`config.mk`:
```
export PLATFORM = sky130hd
export DESIGN_NAME = fpu_ss_scoreboard_ctrl_flat
export DESIGN_NICKNAME = d
export VERILOG_FILES = /design/src/rtl/fpu_ss_scoreboard_ctrl_if.sv /design/src/rtl/fpu_ss_scoreboard_ctrl.sv /design/src/flat_wrapper.sv
export SDC_FILE = /design/constraint.sdc
export NUM_CORES = 1
export LEC_CHECK = 0
export ABC_AREA = 1
export CAP_MARGIN = 15
export CORE_MARGIN = 2
export CORE_UTILIZATION = 36
export DETAILED_ROUTE_END_ITERATION = 6
export DONT_BUFFER_PORTS = 1
export MAX_ROUTING_LAYER = met4
export PLACE_DENSITY = 0.51
export REMOVE_ABC_BUFFERS = 1
export SLEW_MARGIN = 10
export SYNTH_ARGS = -nofsm -noshare
export SYNTH_HDL_FRONTEND = slang
export SYNTH_SLANG_ARGS = --single-unit
```
`constraint.sdc`:
```
create_clock -name clk_i -period 3.4 [get_ports clk_i]
set_input_delay 0.34 -clock clk_i [delete_from_list [all_inputs] [get_ports clk_i]]
set_output_delay 0.34 -clock clk_i [all_outputs]
set_load 0.02 [all_outputs]
```
`src/rtl/fpu_ss_scoreboard_ctrl_if.sv`:
```
// Issue / retire bundle between the offload instruction buffer, FPnew and
// the scoreboard controller.
//   master : instruction buffer + FPnew side (drives issue/writeback info,
//            observes ready, forwarding selects and status)
//   slave  : scoreboard controller
// Signals:
//   flush_i        clear all tracking state
//   issue_valid_i  candidate instruction valid
//   issue_ready_o  instruction may issue this cycle
//   issue_rd_i     destination register
//   issue_rd_fp_i  destination is an FP register
//   issue_rs_i     source registers, operand k at [k*AW +: AW]
//   issue_rs_use_i operand k reads an FP register
//   fwd_o          operand k takes the current writeback data
//   wb_valid_i     retire event (at most one per cycle)
//   wb_fp_i        retiring result targets an FP register
//   wb_addr_i      retiring destination register
//   busy_o         inflight count is nonzero
//   inflight_o     current inflight count
//   err_o          one-cycle pulse after an illegal retire
interface fpu_ss_scoreboard_ctrl_if #(
  parameter int NUM_FPR = 32,
  parameter int NUM_SRC = 3
) ();
  localparam int AW = $clog2(NUM_FPR);

  logic                   flush_i;
  logic                   issue_valid_i;
  logic                   issue_ready_o;
  logic [AW-1:0]          issue_rd_i;
  logic                   issue_rd_fp_i;
  logic [NUM_SRC*AW-1:0]  issue_rs_i;
  logic [NUM_SRC-1:0]     issue_rs_use_i;
  logic [NUM_SRC-1:0]     fwd_o;
  logic                   wb_valid_i;
  logic                   wb_fp_i;
  logic [AW-1:0]          wb_addr_i;
  logic                   busy_o;
  logic [7:0]             inflight_o;
  logic                   err_o;

  modport master (
    output flush_i, issue_valid_i, issue_rd_i, issue_rd_fp_i, issue_rs_i,
           issue_rs_use_i, wb_valid_i, wb_fp_i, wb_addr_i,
    input  issue_ready_o, fwd_o, busy_o, inflight_o, err_o
  );

  modport slave (
    input  flush_i, issue_valid_i, issue_rd_i, issue_rd_fp_i, issue_rs_i,
           issue_rs_use_i, wb_valid_i, wb_fp_i, wb_addr_i,
    output issue_ready_o, fwd_o, busy_o, inflight_o, err_o
  );
endinterface

```
`src/rtl/fpu_ss_scoreboard_ctrl.sv`:
```
// Issue/retire scoreboard for the FPU subsystem.
// Each FP register owns a small pending-write counter so several writes to
// the same register may be outstanding (retire order is in-order, so WAW is
// safe). Issue is gated on RAW hazards, counter saturation and a global
// in-flight limit; a same-cycle writeback to a single-pending source is
// forwarded instead of stalling.
// Ports:
//   clk_i   clock
//   rst_ni  asynchronous active-low reset
//   sb      scoreboard bundle (slave modport), see fpu_ss_scoreboard_ctrl_if
module fpu_ss_scoreboard_ctrl #(
  parameter int NUM_FPR      = 32,
  parameter int NUM_SRC      = 3,
  parameter int CNT_W        = 2,
  parameter int MAX_INFLIGHT = 4,
  parameter int FORWARDING   = 1
) (
  input logic                     clk_i,
  input logic                     rst_ni,
  fpu_ss_scoreboard_ctrl_if.slave sb
);

  localparam int               AW      = $clog2(NUM_FPR);
  localparam logic [CNT_W-1:0] CNT_MAX = '1;
  localparam logic [7:0]       MAX_IF  = 8'(MAX_INFLIGHT);

  // Saturating up/down step for a per-register counter. A decrement of a
  // zero counter is an illegal retire and is dropped rather than wrapping.
  function automatic logic [CNT_W-1:0] cnt_step(input logic [CNT_W-1:0] cur,
                                                input logic inc,
                                                input logic dec);
    logic dec_ok;
    dec_ok = dec && (cur != '0);
    if (inc && !dec_ok) return (cur == CNT_MAX) ? cur : cur + 1'b1;
    if (dec_ok && !inc) return cur - 1'b1;
    return cur;
  endfunction

  // Same saturating step for the 8-bit in-flight counter.
  function automatic logic [7:0] if_step(input logic [7:0] cur,
                                         input logic inc,
                                         input logic dec);
    logic dec_ok;
    dec_ok = dec && (cur != 8'd0);
    if (inc && !dec_ok) return (cur == 8'hFF) ? cur : cur + 8'd1;
    if (dec_ok && !inc) return cur - 8'd1;
    return cur;
  endfunction

  logic [CNT_W-1:0]   cnt   [NUM_FPR];
  logic [CNT_W-1:0]   cnt_d [NUM_FPR];
  logic [7:0]         inflight;
  logic [7:0]         inflight_d;
  logic               err;
  logic               err_d;

  logic               wb_rel;
  logic [NUM_SRC-1:0] fwd;
  logic [NUM_SRC-1:0] dep;
  logic               rd_full;
  logic               if_full;
  logic               ready;
  logic               fire;

  assign wb_rel = sb.wb_valid_i & sb.wb_fp_i;

  // Per-operand forwarding and RAW detection. Forwarding is only safe when
  // the retiring write is the last one pending on that register.
  always_comb begin
    logic [AW-1:0] rs_k;
    fwd  = '0;
    dep  = '0;
    rs_k = '0;
    for (int k = 0; k < NUM_SRC; k++) begin
      rs_k   = sb.issue_rs_i[k*AW +: AW];
      fwd[k] = (FORWARDING != 0) && sb.issue_valid_i && sb.issue_rs_use_i[k] &&
               wb_rel && (sb.wb_addr_i == rs_k) && (cnt[rs_k] == CNT_W'(1));
      dep[k] = sb.issue_rs_use_i[k] && (cnt[rs_k] != '0) && !fwd[k];
    end
  end

  // A same-cycle retire to rd frees one slot, so the full counter may still
  // take the new write and ends up unchanged.
  assign rd_full = sb.issue_rd_fp_i && (cnt[sb.issue_rd_i] == CNT_MAX) &&
                   !(wb_rel && (sb.wb_addr_i == sb.issue_rd_i));
  assign if_full = (inflight == MAX_IF) && !sb.wb_valid_i;
  assign ready   = !sb.flush_i && !(|dep) && !rd_full && !if_full;
  assign fire    = sb.issue_valid_i && ready;

  always_comb begin
    logic inc;
    logic dec;
    cnt_d = cnt;
    inc   = 1'b0;
    dec   = 1'b0;
    for (int r = 0; r < NUM_FPR; r++) begin
      inc      = fire && sb.issue_rd_fp_i && (sb.issue_rd_i == AW'(r));
      dec      = wb_rel && (sb.wb_addr_i == AW'(r));
      cnt_d[r] = sb.flush_i ? '0 : cnt_step(cnt[r], inc, dec);
    end
  end

  assign inflight_d = sb.flush_i ? 8'd0 : if_step(inflight, fire, sb.wb_valid_i);
  // A retire seen during flush is discarded silently.
  assign err_d      = !sb.flush_i &&
                      ((wb_rel && (cnt[sb.wb_addr_i] == '0)) ||
                       (sb.wb_valid_i && (inflight == 8'd0)));

  always_ff @(posedge clk_i or negedge rst_ni) begin
    if (!rst_ni) begin
      for (int r = 0; r < NUM_FPR; r++) cnt[r] <= '0;
      inflight <= 8'd0;
      err      <= 1'b0;
    end else begin
      cnt      <= cnt_d;
      inflight <= inflight_d;
      err      <= err_d;
    end
  end

  assign sb.issue_ready_o = ready;
  assign sb.fwd_o         = fwd;
  assign sb.busy_o        = (inflight != 8'd0);
  assign sb.inflight_o    = inflight;
  assign sb.err_o         = err;

endmodule

```
`src/flat_wrapper.sv`:
```
// flat-port wrapper written by rule: the top's interface ports become plain ports
module fpu_ss_scoreboard_ctrl_flat 
#(
  parameter int NUM_FPR      = 32,
  parameter int NUM_SRC      = 3,
  parameter int CNT_W        = 2,
  parameter int MAX_INFLIGHT = 4,
  parameter int FORWARDING   = 1
)
  (clk_i, rst_ni, sb_flush_i, sb_issue_valid_i, sb_issue_rd_i, sb_issue_rd_fp_i, sb_issue_rs_i, sb_issue_rs_use_i, sb_wb_valid_i, sb_wb_fp_i, sb_wb_addr_i, sb_issue_ready_o, sb_fwd_o, sb_busy_o, sb_inflight_o, sb_err_o);
  fpu_ss_scoreboard_ctrl_if #(.NUM_FPR(NUM_FPR), .NUM_SRC(NUM_SRC)) sb_i ();
  input logic clk_i;
  input logic rst_ni;
  input wire logic [$bits(sb_i.flush_i)-1:0] sb_flush_i;
  input wire logic [$bits(sb_i.issue_valid_i)-1:0] sb_issue_valid_i;
  input wire logic [$bits(sb_i.issue_rd_i)-1:0] sb_issue_rd_i;
  input wire logic [$bits(sb_i.issue_rd_fp_i)-1:0] sb_issue_rd_fp_i;
  input wire logic [$bits(sb_i.issue_rs_i)-1:0] sb_issue_rs_i;
  input wire logic [$bits(sb_i.issue_rs_use_i)-1:0] sb_issue_rs_use_i;
  input wire logic [$bits(sb_i.wb_valid_i)-1:0] sb_wb_valid_i;
  input wire logic [$bits(sb_i.wb_fp_i)-1:0] sb_wb_fp_i;
  input wire logic [$bits(sb_i.wb_addr_i)-1:0] sb_wb_addr_i;
  output wire logic [$bits(sb_i.issue_ready_o)-1:0] sb_issue_ready_o;
  output wire logic [$bits(sb_i.fwd_o)-1:0] sb_fwd_o;
  output wire logic [$bits(sb_i.busy_o)-1:0] sb_busy_o;
  output wire logic [$bits(sb_i.inflight_o)-1:0] sb_inflight_o;
  output wire logic [$bits(sb_i.err_o)-1:0] sb_err_o;
  assign sb_i.flush_i = sb_flush_i;
  assign sb_i.issue_valid_i = sb_issue_valid_i;
  assign sb_i.issue_rd_i = sb_issue_rd_i;
  assign sb_i.issue_rd_fp_i = sb_issue_rd_fp_i;
  assign sb_i.issue_rs_i = sb_issue_rs_i;
  assign sb_i.issue_rs_use_i = sb_issue_rs_use_i;
  assign sb_i.wb_valid_i = sb_wb_valid_i;
  assign sb_i.wb_fp_i = sb_wb_fp_i;
  assign sb_i.wb_addr_i = sb_wb_addr_i;
  assign sb_issue_ready_o = sb_i.issue_ready_o;
  assign sb_fwd_o = sb_i.fwd_o;
  assign sb_busy_o = sb_i.busy_o;
  assign sb_inflight_o = sb_i.inflight_o;
  assign sb_err_o = sb_i.err_o;
  fpu_ss_scoreboard_ctrl #(.NUM_FPR(NUM_FPR), .NUM_SRC(NUM_SRC), .CNT_W(CNT_W), .MAX_INFLIGHT(MAX_INFLIGHT), .FORWARDING(FORWARDING)) u_core (.clk_i(clk_i), .rst_ni(rst_ni), .sb(sb_i));
endmodule
```
* After elaboration in Yosys (flattened, before gate mapping)
Cells that the tools add are included.
Storage, ports and cells: output and inout bits 14, input port bits 35, bits in registers 73, logic and storage cells 870
Operators by class: equality and inequality tests 104, mux-type cells 312, order comparisons 5, bitwise gates (word level) 6, reduce and logical (&&, ||, !) cells 343, add/subtract/negate cells 66
Operators by type and width (number):
- 2-bit two-way mux | 202
- 1-bit logical AND | 193
- 5-bit == test (second input constant) | 32
- 1-bit two-way mux | 99
- 3-bit nonzero test | 33
- 5-bit by 4-bit == test with 1-bit output (second input constant) | 16
- 1-bit zero test | 75
- 2-bit nonzero test | 35
- 2-bit == test (second input constant) | 33
- 2-bit by 1-bit adder with 2-bit output (second input constant) | 32
- 2-bit by 1-bit subtractor with 2-bit output (second input constant) | 32
- 2-bit binary-select mux with 5-bit select | 5
- 8-bit two-way mux | 6
- 5-bit by 3-bit == test with 1-bit output (second input constant) | 8
- 6-bit greater-or-equal comparator (second input constant) | 5
- 5-bit inverter with 6-bit output | 5
- 5-bit by 2-bit == test with 1-bit output (second input constant) | 4
- 5-bit == test | 4
- 5-bit by 1-bit == test with 1-bit output (second input constant) | 2
- 5-bit zero test | 2
- 8-bit by 1-bit adder with 8-bit output (second input constant) | 1
- 8-bit by 3-bit == test with 1-bit output (second input constant) | 1
- 8-bit == test (second input constant) | 1
- 8-bit zero test | 1
- other kinds (7) | 9

* Logic depth before layout (Yosys ltp)
Gate-level depths: netlist of the first run.
word-level depth 23, gate-level depth with buffers 21, mapped depth without buffers 18

* Worst setup path after synthesis of the first run
OpenSTA, ideal clock, no wires.
path type input port to flip-flop, start in sb_issue_rs_i[10], end reg u_core.cnt[39] (netlist bit), buffers on the path 3, library setup time 123 ps, data required time 3277 ps, setup slack 1081 ps, stages 20, arrival time 2196 ps, path through buf_2 inv_2 buf_2 nand2_1 nand3_1 nand3_1 nand2_1 a21oi_1 nand2_1 nand2_1 nand2_1 nand2_1 nand3_4 nor2_8 buf_6 nand4_2 nand2_1 nand3_1 nand2_1 o21ai_1
Between the ends: cells in the longest elaborated chain, start to end 22
Ends and longest elaborated chain:
- start, declared | RTL line flat_wrapper.sv:18 | input wire logic [$bits(sb_i.issue_rs_i)-1:0] sb_issue_rs_i;
- 5-bit inverter with 6-bit output (not written as such) | RTL line fpu_ss_scoreboard_ctrl.sv:77, fpu_ss_scoreboard_ctrl.sv:78
- 2-bit binary-select mux with 5-bit select | RTL line fpu_ss_scoreboard_ctrl.sv:77, fpu_ss_scoreboard_ctrl.sv:78
- 2-bit two-way mux (not written as such) (2 in a row) | RTL line fpu_ss_scoreboard_ctrl.sv:77, fpu_ss_scoreboard_ctrl.sv:78
- 2-bit by 1-bit == test with 1-bit output | RTL line fpu_ss_scoreboard_ctrl.sv:77 | wb_rel && (sb.wb_addr_i == rs_k) && (cnt[rs_k] == CNT_W'(1));
- 1-bit logical AND | RTL line fpu_ss_scoreboard_ctrl.sv:77
- 1-bit zero test | RTL line fpu_ss_scoreboard_ctrl.sv:78 | dep[k] = sb.issue_rs_use_i[k] && (cnt[rs_k] != '0) && !fwd[k];
- 1-bit logical AND * | RTL line fpu_ss_scoreboard_ctrl.sv:78
- 3-bit OR reduction * | RTL line fpu_ss_scoreboard_ctrl.sv:87 | assign ready = !sb.flush_i && !(|dep) && !rd_full && !if_full;
- [... 4 more ...]
- net sb_issue_ready_o | RTL line flat_wrapper.sv:23 | output wire logic [$bits(sb_i.issue_ready_o)-1:0] sb_issue_ready_o;
- 1-bit logical AND * | RTL line fpu_ss_scoreboard_ctrl.sv:88 | assign fire = sb.issue_valid_i && ready;
- 1-bit logical AND * (2 in a row) | RTL line fpu_ss_scoreboard_ctrl.sv:97 | inc = fire && sb.issue_rd_fp_i && (sb.issue_rd_i == AW'(r));
- 1-bit zero test | RTL line fpu_ss_scoreboard_ctrl.sv:35 | if (dec_ok && !inc) return cur - 1'b1;
- 1-bit logical AND | RTL line fpu_ss_scoreboard_ctrl.sv:35
- 2-bit two-way mux | RTL line fpu_ss_scoreboard_ctrl.sv:35
- 2-bit two-way mux | RTL line fpu_ss_scoreboard_ctrl.sv:36 | return cur;
- 2-bit two-way mux | RTL line fpu_ss_scoreboard_ctrl.sv:35
- 2-bit two-way mux | RTL line fpu_ss_scoreboard_ctrl.sv:99 | cnt_d[r] = sb.flush_i ? '0 : cnt_step(cnt[r], inc, dec);
- end signal, assigned | RTL line fpu_ss_scoreboard_ctrl.sv:115 | cnt <= cnt_d;
- end, declared | RTL line fpu_ss_scoreboard_ctrl.sv:50 | logic [CNT_W-1:0] cnt [NUM_FPR];
The timed path passes the listed nets; every way through them passes the cells marked *. The select of a mux whose other input is x is not followed. A chain may end at the register's enable or synchronous reset.

* Final worst setup path of the first run
start reg u_core.cnt[39] (netlist bit), end reg u_core.cnt[23] (netlist bit)
Between the ends: cells in the longest elaborated chain, start to end 21
Ends and longest elaborated chain (RTL line):
- 2-bit binary-select mux with 5-bit select | fpu_ss_scoreboard_ctrl.sv:77, fpu_ss_scoreboard_ctrl.sv:78
- 2-bit two-way mux (not written as such) (2 in a row) | fpu_ss_scoreboard_ctrl.sv:77, fpu_ss_scoreboard_ctrl.sv:78
- 2-bit by 1-bit == test with 1-bit output | fpu_ss_scoreboard_ctrl.sv:77
- 1-bit logical AND | fpu_ss_scoreboard_ctrl.sv:77
- 1-bit zero test | fpu_ss_scoreboard_ctrl.sv:78
- 1-bit logical AND | fpu_ss_scoreboard_ctrl.sv:78
- 3-bit OR reduction | fpu_ss_scoreboard_ctrl.sv:87
- 1-bit zero test | fpu_ss_scoreboard_ctrl.sv:87
- [... 3 more ...]
- 1-bit logical AND * | fpu_ss_scoreboard_ctrl.sv:88
- 1-bit logical AND * (2 in a row) | fpu_ss_scoreboard_ctrl.sv:97
- 1-bit zero test | fpu_ss_scoreboard_ctrl.sv:35
- 1-bit logical AND | fpu_ss_scoreboard_ctrl.sv:35
- 2-bit two-way mux | fpu_ss_scoreboard_ctrl.sv:35
- 2-bit two-way mux | fpu_ss_scoreboard_ctrl.sv:36
- 2-bit two-way mux | fpu_ss_scoreboard_ctrl.sv:35
- 2-bit two-way mux | fpu_ss_scoreboard_ctrl.sv:99
Mark *: on every way between the ends. The rest lies on a longest branch, timed or not. The select of a mux whose other input is x is not followed.

==> flow_metrics.tcl, run 1 <==
set metrics [dict create \
    path_class "register to register" \
    firstDrtPassIters 7 \
    slew_headroom 0.3952 \
    dp_cells 2067 \
    syn_inst 1763 \
    ctsResizeCount 0 \
    ys_seq_area_frac 0.1797 \
    max_freq_mhz 344.7 \
    layout_common_cells "nand2_1, nand3_1, inv_1, nor2_1, o21ai_0" \
    grt_pass1_wl_mm 65.90 \
    gr-usage-all-layers 0.3033 \
    seq_power_share 0.339 \
    vias_per_cell 5.833 \
    syn_area_per_cell_sq_um 5.766 \
    critPathBufInv 2 \
    cts_setup_buffers 0 \
    grt_pass1_vias 10916 \
    hold_viol 0 \
    start_util 0.3659 \
    fp.dieW_um 172.0 \
    hold_ws_ns 0.1043 \
    io_pins 49 \
    cp-start-kind "register" \
    dieArea_sq_mm 0.02960 \
    clock_latency_ns 0.37 \
    portBuffers 0 \
    clkTransAtPathRegs_ns 0.08 \
    cts_buffer_depth 2 \
    syn_to_final_growth_pct 5.195 \
    cell_internal_pwr_mw 2.173 \
    synth-seq-cells 73 \
    endpoint_kind "register" \
    htreeDepth 3 \
    pwr_density_cell_mw_per_mm2 386.5 \
    fin_crit_sh 0.8533 \
    design_area_sq_mm 0.01069 \
    peakVddDrop_mv 0.3008 \
    finalClockSkew_ns 0.01925 \
    grt_start_max_net_pins 74 \
    syn-cell-area_sq_mm 0.01016 \
    final_common_cell "nand2_1" \
    antenna_found_initial 2 \
    power.net_switching_mw 1.959 \
    critPathMostFrequentCell "nand2_1" \
    setup_viol 0 \
    clock-sinks 73 \
    leakagePower_nw 4.938 \
    crit_slowest_cell "dfrtp_1" \
    fin_crit_ns 2.901 \
    cts_inserted_buffers 9 \
    report.power.total_mw 4.132 \
    violations "DRC" \
    worst_pin_slew_ns 0.9063 \
    rsz0062_at_grt "no" \
    cts_tree "done" \
    drive_gt1_frac 0.04335 \
    worstPathMaxFanout 16 \
    wl_mm 43.15 \
    status "finished, violations left" \
    yosys_warnings 0 \
    cap_violations 0 \
    drc 9 \
    slowest_delay_ns 0.43 \
    hold_path.class "primary input to register" \
    cp_top_family "simple AND/OR/NAND/NOR gates" \
    gr-total-overflow 0 \
    worstPathArrival_ns 3.14 \
    dieHeight_um 172.0 \
    worstPathCellList "inv_1 > nor2_1 > nor2_1 > nand2_1 > nand2_1 > nand2_1 > o21ai_1 > nand2_1 > nand3_2 > nand3_4 > nor2_8 > buf_4 > nand4_1 > nand2_1 > nand3_1 > nand2_1 > o21ai_0" \
    routedWlPerCell_um 20.67 \
    dp_hpwl_mm 30.60 \
    cts_root_buf "clkbuf_16" \
    pwr-share-clk 0.259 \
    fp.coreArea_sq_mm 0.02778 \
    ant_nets 0 \
    vias 12174 \
    rows 61 \
    place_congestion 1.052 \
    nNetsFinal 1804 \
    first_iter_violations 1483 \
    stdcell_count 2087 \
    netSwitchingFraction 0.4742 \
    placed_cell_area_sq_mm 0.01034 \
    pwr-share-comb 0.402 \
    drv_slew 0 \
    cp.required_ns 3.64 \
    fin_setup_tns_ns 0 \
    yosysUniqueCellTypes 38 \
]
[cell usage after synthesis]
| cell | instances | area [sq um] |
|---|---|---|
| a211oi_1 | 2 | 15.01 |
| nand3_2 | 2 | 20.02 |
| or4_1 | 6 | 45.04 |
| o22ai_1 | 4 | 25.02 |
| nand2_2 | 3 | 18.77 |
| a31oi_1 | 2 | 12.51 |
| a41oi_1 | 2 | 17.52 |
| nor2_4 | 1 | 11.26 |
| nor3_1 | 75 | 375.4 |
| nor4_1 | 8 | 50.05 |
| buf_6 | 5 | 56.30 |
| o21ai_0 | 87 | 435.4 |
| buf_4 | 4 | 30.03 |
| clkbuf_1 | 38 | 142.6 |
| nor2_1 | 126 | 473.0 |
| buf_2 | 38 | 190.2 |
| xnor2_1 | 3 | 26.28 |
| xor2_1 | 11 | 96.34 |
| nand3_1 | 275 | 1376 |
| inv_1 | 213 | 799.5 |
| nor2_2 | 1 | 6.260 |
| nor3b_1 | 4 | 30.03 |
| nand2_4 | 2 | 22.52 |
| clkinv_1 | 5 | 18.77 |
| nand4_1 | 78 | 488.0 |
| a21oi_1 | 62 | 310.3 |
| o211ai_1 | 5 | 37.54 |
| nand3_4 | 1 | 17.52 |
| nor2_8 | 1 | 20.02 |
| nor3_4 | 1 | 16.27 |
| inv_2 | 7 | 26.28 |
| nand2_1 | 487 | 1828 |
| nand4_2 | 19 | 237.7 |
| o41ai_1 | 2 | 17.52 |
| buf_1 | 7 | 26.28 |
| o21ai_1 | 36 | 180.2 |
| dfrtp_1 | 73 | 1827 |
| ha_1 | 67 | 838.3 |
[power by group through the flow]
stage | Sequential (mW) | Combinational [mW] | Clock (mW)
2_1_floorplan | 1.26 | 1.21 | 0
3_3_place_gp | 1.40 | 1.60 | 0
3_5_place_dp | 1.40 | 1.61 | 0
4_1_cts | 1.38 | 1.65 | 1.09
5_1_grt | 1.41 | 1.91 | 1.12
6_report | 1.40 | 1.66 | 1.07
[sequential cells by signal, summed over array words and instances (netlist names)]
name / flops
u_core.cnt: 64
u_core.sb.inflight_o: 8
u_core.sb.err_o: 1
[through the flow]
stage / setup WS (ns) / util
3_3_place_gp: 0.3722 / 0.3722
3_5_place_dp: 0.3664 / 0.3722
4_1_cts: 0.5861 / 0.3847
2_1_floorplan: 0.6783 / -
5_1_grt: 0.2815 / 0.3849
6_report: 0.4987 / 0.3849
[kinds of logic after synthesis]
family | Yosys count | synth area share
and+or+nand+nor | 1090 | 0.4954
buffers and inverters | 317 | 0.1269
AOI/OAI and AO/OA | 202 | 0.1034
DFF | 73 | 0.1797
adders and majority gates | 67 | 0.08247
xor gates and xnor gates | 14 | 0.01206
[what timing repair did]
item                                   in CTS  in global routing
setup endpoints to repair                   0                  0
endpoints found under the hold margin      73                  0
hold buffers                                2                  0
[layout make-up]
class / instances / area, sq um
fillers: 3101 / 17090
clock buffers: 9 / 225.2
diodes: 2 / 5.005
repair buffers: 20 / 185.2
multi-input cells: 1373 / 7048
inverters: 225 / 845.8
clock inverters: 7 / 83.83
well taps: 378 / 473.0
flip-flops and latches: 73 / 1827
[worst paths after layout]
check / from / endpoint / slack, ns / depth (start not counted)
max: u_core.cnt[39] / u_core.cnt[23] / 0.50 / 17
min: sb_flush_i / u_core.sb.err_o / 0.10 / 1
max reg2reg: u_core.cnt[39] / u_core.cnt[23] / 0.50 / 17
min reg2reg: u_core.cnt[18] / u_core.cnt[18] / 0.67 / 2
max in group asynchronous: rst_ni / u_core.cnt[16] / 2.40 / 2
min in group asynchronous: rst_ni / u_core.cnt[6] / 0.65 / 2
[worst register-to-register path, cell delays in order (launching register included)]
cell and delay, ns:
dfrtp_1 0.43, inv_1 0.28, nor2_1 0.09, nor2_1 0.14
nand2_1 0.08, nand2_1 0.11, nand2_1 0.06, o21ai_1 0.13
nand2_1 0.09, nand3_2 0.11, nand3_4 0.14, nor2_8 0.14
buf_4 0.32, nand4_1 0.24, nand2_1 0.14, nand3_1 0.12
nand2_1 0.10, o21ai_0 0.07
[layer usage]
layer / track usage / share of wire / vias to the layer above / routed length, um
met2: 0.4456 / 0.42 / 623 / 18020
met5: - / 0 / - / 0
met4: 0.1399 / 0.049 / 0 / 2127
met1: 0.4034 / 0.43 / 5676 / 18610
li1: - / - / 5747 / -
met3: 0.05608 / 0.10 / 128 / 4391
Power figures use the tool's default switching activity.
==> inputs of run 2 (changes only) <==
--- a/config.mk
+++ b/config.mk
@@ -9,6 +9,7 @@
 export CAP_MARGIN = 15
 export CORE_MARGIN = 2
 export CORE_UTILIZATION = 36
+export CTS_BUF_LIST = sky130_fd_sc_hd__clkbuf_8
 export DETAILED_ROUTE_END_ITERATION = 6
 export DONT_BUFFER_PORTS = 1
 export MAX_ROUTING_LAYER = met4
==> run 2 against run 1 <==
  * The run still ends with DRC left
  * Sequential power about the same
  * Via count decreased by 0.86%
  * Worst setup slack improved by 0.0055 ns
==> flow_metrics.tcl, run 2 (synthesis gave the netlist of run 1 again) <==
set metrics [dict create \
    status "finished, violations left" \
    violations "DRC" \
    top_register "u_core.cnt" \
    vias_per_cell 5.786 \
    cp.required_ns 3.67 \
    dp_hpwl_mm 30.60 \
    grt_pass1_wl_mm 65.71 \
    drv_slew 0 \
    dieArea_sq_mm 0.02960 \
    antenna_found_initial 1 \
    grt_pass1_vias 10892 \
    hold_viol 0 \
    drc 1 \
    critPathMostFrequentCell "nand2_1" \
    clock-sinks 73 \
    crit_slowest_cell "dfrtp_1" \
    place_congestion 1.052 \
    drive_gt1_frac 0.04335 \
    ant_nets 0 \
    endpoint_kind "register" \
    leakagePower_nw 4.892 \
    slew_headroom 0.4021 \
    largest_reg_flops 64 \
    fin_crit_sh 0.8517 \
    fin_setup_tns_ns 0 \
    r2r_cells 17 \
    slowest_delay_ns 0.43 \
    grt_start_max_net_pins 74 \
    gr-total-overflow 0 \
    finalClockSkew_ns 0.02070 \
    fillers 3113 \
    fin_crit_ns 2.896 \
    path_class "register to register" \
    fp.dieW_um 172.0 \
    portBuffers 0 \
    pwr_density_cell_mw_per_mm2 366.4 \
    max_freq_mhz 345.3 \
    routedWlPerCell_um 20.69 \
    cts_root_buf "clkbuf_8" \
    cts_tree "done" \
    peakVddDrop_mv 0.3004 \
    worst_pin_slew_ns 0.8959 \
    dieHeight_um 172.0 \
    first_iter_violations 1533 \
    start_util 0.3659 \
    nNetsFinal 1804 \
    clock_latency_ns 0.41 \
    rows 61 \
    hold_path.class "primary input to register" \
    worstPathCellList "inv_1 > nor2_1 > nor2_1 > nand2_1 > nand2_1 > nand2_1 > o21ai_1 > nand2_1 > nand3_2 > nand3_4 > nor2_8 > buf_4 > nand4_1 > nand2_1 > nand3_1 > nand2_1 > o21ai_0" \
    cap_violations 0 \
    cts_buffer_depth 2 \
    setup_viol 0 \
    worstPathArrival_ns 3.17 \
    rsz0062_at_grt "no" \
    vias 12069 \
    firstDrtPassIters 7 \
    htreeDepth 3 \
    layout_common_cells "nand2_1, nand3_1, inv_1, nor2_1, o21ai_0" \
    multi_input_area_sq_mm 0.007048 \
    io_pins 49 \
    hold_ws_ns 0.05249 \
    clkTransAtPathRegs_ns 0.11 \
    wl_mm 43.17 \
    whs_path_depth 1 \
    fp.coreArea_sq_mm 0.02778 \
    final_common_cell "nand2_1" \
    cp-start-kind "register" \
    cts_inserted_buffers 9 \
    gr-usage-all-layers 0.3020 \
    seq_area_sq_mm 0.001827 \
    syn_to_final_growth_pct 4.173 \
    worstPathMaxFanout 16 \
    cts_setup_buffers 0 \
]
run 2: metrics by stage:
step                setup WS, ns  cell area, sq um  power (mW)    util  instances
finish                    0.5042             10590       3.880  0.3811       2086
global route              0.2848             10590       4.172  0.3811       2086
CTS                       0.5752             10590       3.858  0.3811       2085
floorplan                 0.6783              9719       2.472       -       1671
global placement          0.3722             10340       3.003  0.3722       2067
detailed placement        0.3664             10340       3.010  0.3722       2067
run 2: path summary, 6_finish.rpt:
| path | from | endpoint | slack [ns] |
|---|---|---|---|
| worst min-delay path | sb_flush_i | u_core.sb.err_o | 0.05 |
| worst max-delay path | u_core.cnt[39] | u_core.cnt[3] | 0.50 |
| max in group asynchronous | rst_ni | u_core.cnt[26] | 2.45 |
| worst max register to register | u_core.cnt[39] | u_core.cnt[3] | 0.50 |
| min in group asynchronous | rst_ni | u_core.cnt[28] | 0.61 |
| worst min register to register | u_core.cnt[18] | u_core.cnt[18] | 0.67 |
run 2: cell type report:
cell class	count	share of cell area
inverter	225	0.07988
timing repair buffer	20	0.01749
clock inverter	7	0.007917
sequential	73	0.1725
antenna	1	0.0002363
multi-input combinational	1373	0.6656
tap	378	0.04467
clock buffer	9	0.01170
run 2: repair_timing:
action | in CTS | in global routing
setup endpoints to repair | 0 | 0
resized for setup | 0 | 0
hold endpoints to repair | 73 | 0
hold buffers | 2 | 0
run 2: metal layers:
metal  track usage  routed length, um  vias to the layer above
met5             -                  0                        -
met4        0.1253               1879                        0
met3       0.04211               4331                      127
met2        0.4538              18280                      628
met1        0.4073              18680                     5579
li1              -                  -                     5735
run 2: worst max-delay path, delay by kind of cell, from the launching register on:
kind	cells	cell delay [ns]
AO/OA/AOI/OAI	2	0.21
AND/OR/NAND/NOR	13	1.52
flip-flops	1	0.43
buffers and inverters	2	0.59
run 2: power breakdown:
part	internal, mW	leakage [nW]	switching, mW
clock	0.354	0.103	0.465
sequential	1.01	0.940	0.392
combinational	0.579	3.85	1.08
total	1.94	4.89	1.94
==> inputs of run 3 (changes only) <==
--- a/config.mk
+++ b/config.mk
@@ -12,7 +12,6 @@
 export CTS_BUF_LIST = sky130_fd_sc_hd__clkbuf_8
 export DETAILED_ROUTE_END_ITERATION = 6
 export DONT_BUFFER_PORTS = 1
-export MAX_ROUTING_LAYER = met4
 export PLACE_DENSITY = 0.51
 export REMOVE_ABC_BUFFERS = 1
 export SLEW_MARGIN = 10
==> run 3 against run 2 <==
  * The run now ends clean
  * Clock skew rose by 0.0043 ns
  * Largest power group unchanged
  * Hold slack improved by 0.0016 ns
  * Clock power fell by 0.6%
  * Total power fell by 0.11%
  * Critical path depth did not move
  * Non-clock buffer count fell by 5
  * Register-to-register slack got worse by 0.04 ns
==> flow_metrics.tcl, run 3 (synthesis gave the netlist of run 1 again) <==
set metrics [dict create \
    top_register "u_core.cnt" \
    fin_setup_tns_ns 0 \
    clock_latency_ns 0.40 \
    firstDrtPassIters 5 \
    design_area_sq_mm 0.01055 \
    drc 0 \
    grt_pass1_wl_mm 65.85 \
    whs_path_depth 1 \
    gr-total-overflow 0 \
    placed_cell_area_sq_mm 0.01030 \
    start_util 0.3659 \
    hold_viol 0 \
    drive_gt1_frac 0.04054 \
    drv_slew 0 \
    grt_use_met2 0.4440 \
    fin_crit_sh 0.8639 \
    worstPathArrival_ns 3.26 \
    io_pins 49 \
    multi_input_area_sq_mm 0.007048 \
    syn_to_final_growth_pct 3.828 \
    vias_per_cell 5.782 \
    worstPathMaxFanout 10 \
    leakagePower_nw 4.868 \
    gr-usage-all-layers 0.2942 \
    cts_root_buf "clkbuf_8" \
    dp_hpwl_mm 30.86 \
    cts_buffer_depth 2 \
    place_congestion 0.9873 \
    r2r_cells 17 \
    peakVddDrop_mv 0.3022 \
    max_freq_mhz 340.5 \
    path_class "register to register" \
    htreeDepth 3 \
    status "finished, final reports clean" \
    portBuffers 0 \
    rows 61 \
    hold_path.class "primary input to register" \
    cts_inserted_buffers 9 \
    cp.required_ns 3.72 \
    met1_usage 0.4090 \
    fp.coreArea_sq_mm 0.02778 \
    cts_tree "done" \
    grt_start_max_net_pins 74 \
    rsz0062_at_grt "no" \
    pwr_density_cell_mw_per_mm2 367.2 \
    fin_crit_ns 2.937 \
    layout_common_cells "nand2_1, nand3_1, inv_1, nor2_1, o21ai_0" \
    clock-sinks 73 \
    busiest_layer "met2" \
    slew_headroom 0.3731 \
    routedWlPerCell_um 20.86 \
    grt_pass1_vias 10680 \
    final_common_cell "nand2_1" \
    seq_area_sq_mm 0.001827 \
    use_met3 0.05058 \
    finalClockSkew_ns 0.02504 \
    first_iter_violations 1323 \
    fillers 3091 \
    antenna_found_initial 1 \
    cts_setup_buffers 0 \
    cp-start-kind "register" \
    vias 12033 \
    clkTransAtPathRegs_ns 0.12 \
    dieArea_sq_mm 0.02960 \
    postLayoutCoreUtil 0.3799 \
    endpoint_kind "register" \
    setup_viol 0 \
    largest_reg_flops 64 \
    nNetsFinal 1799 \
    ant_nets 0 \
    dieHeight_um 172.0 \
    fp.dieW_um 172.0 \
    wl_mm 43.42 \
    worst_pin_slew_ns 0.9393 \
    cap_violations 0 \
]
==> run 3: where the power goes <==
part	switching (mW)	internal (mW)	leakage (nW)
Clock	0.459	0.356	0.104
Combinational	1.07	0.571	3.82
Sequential	0.414	1.01	0.940
Total	1.94	1.93	4.87
==> run 3: through the flow <==
stage / hold WS [ns] / power [mW] / setup slack [ns] / instances
after global routing: 0.01796 / 4.171 / 0.2578 / 2081
after CTS: 0.01797 / 3.855 / 0.5503 / 2080
after detailed placement: 0.04718 / 3.007 / 0.4089 / 2062
after floorplan: 0.04441 / 2.472 / 0.6783 / 1671
after global placement: 0.04714 / 3.000 / 0.4127 / 2062
final: 0.05411 / 3.876 / 0.4627 / 2081
==> run 3: path summary, 6_finish.rpt <==
| kind | from | endpoint | slack (ns) |
|---|---|---|---|
| max | u_core.cnt[39] | u_core.cnt[43] | 0.46 |
| min | sb_flush_i | u_core.sb.err_o | 0.05 |
| max reg2reg | u_core.cnt[39] | u_core.cnt[43] | 0.46 |
| min reg2reg | u_core.sb.inflight_o[0] | u_core.sb.inflight_o[0] | 0.68 |
| max in group asynchronous | rst_ni | u_core.cnt[51] | 2.42 |
| min in group asynchronous | rst_ni | u_core.cnt[28] | 0.64 |
==> run 3: critical path: stages (launching register included) <==
cell     delay (ns)
dfrtp_1        0.50
inv_1          0.30
o21ai_0        0.18
nand3_1        0.19
nand2_1        0.07
nand2_1        0.06
nand3_1        0.07
nand2_1        0.10
nand2_1        0.06
nand2_1        0.07
nand2_2        0.14
nor2_8         0.16
nand2_2        0.09
nor2_4         0.42
nand3_1        0.19
nand3_1        0.16
nand2_1        0.07
o21ai_1        0.06
==> run 3: cell type report <==
class	instances	area share
Antenna cell	1	0.0002371
Clock buffer	9	0.01174
Clock inverter	7	0.008180
Inverter	225	0.08014
Multi-Input combinational cell	1373	0.6678
Sequential cell	73	0.1731
Tap cell	378	0.04481
Timing Repair Buffer	15	0.01399
==> run 3: layer usage <==
layer / vias up / part of all wire
li1: 5724 / -
met1: 5589 / 0.44
met2: 614 / 0.42
met3: 106 / 0.095
met4: 0 / 0.045
met5: - / 0
==> run 3: what timing repair did <==
item | in CTS | in global routing
endpoints found under the setup margin | 0 | 0
hold endpoints to repair | 73 | 0
hold buffers | 2 | 0
gates resized for setup | 0 | 0
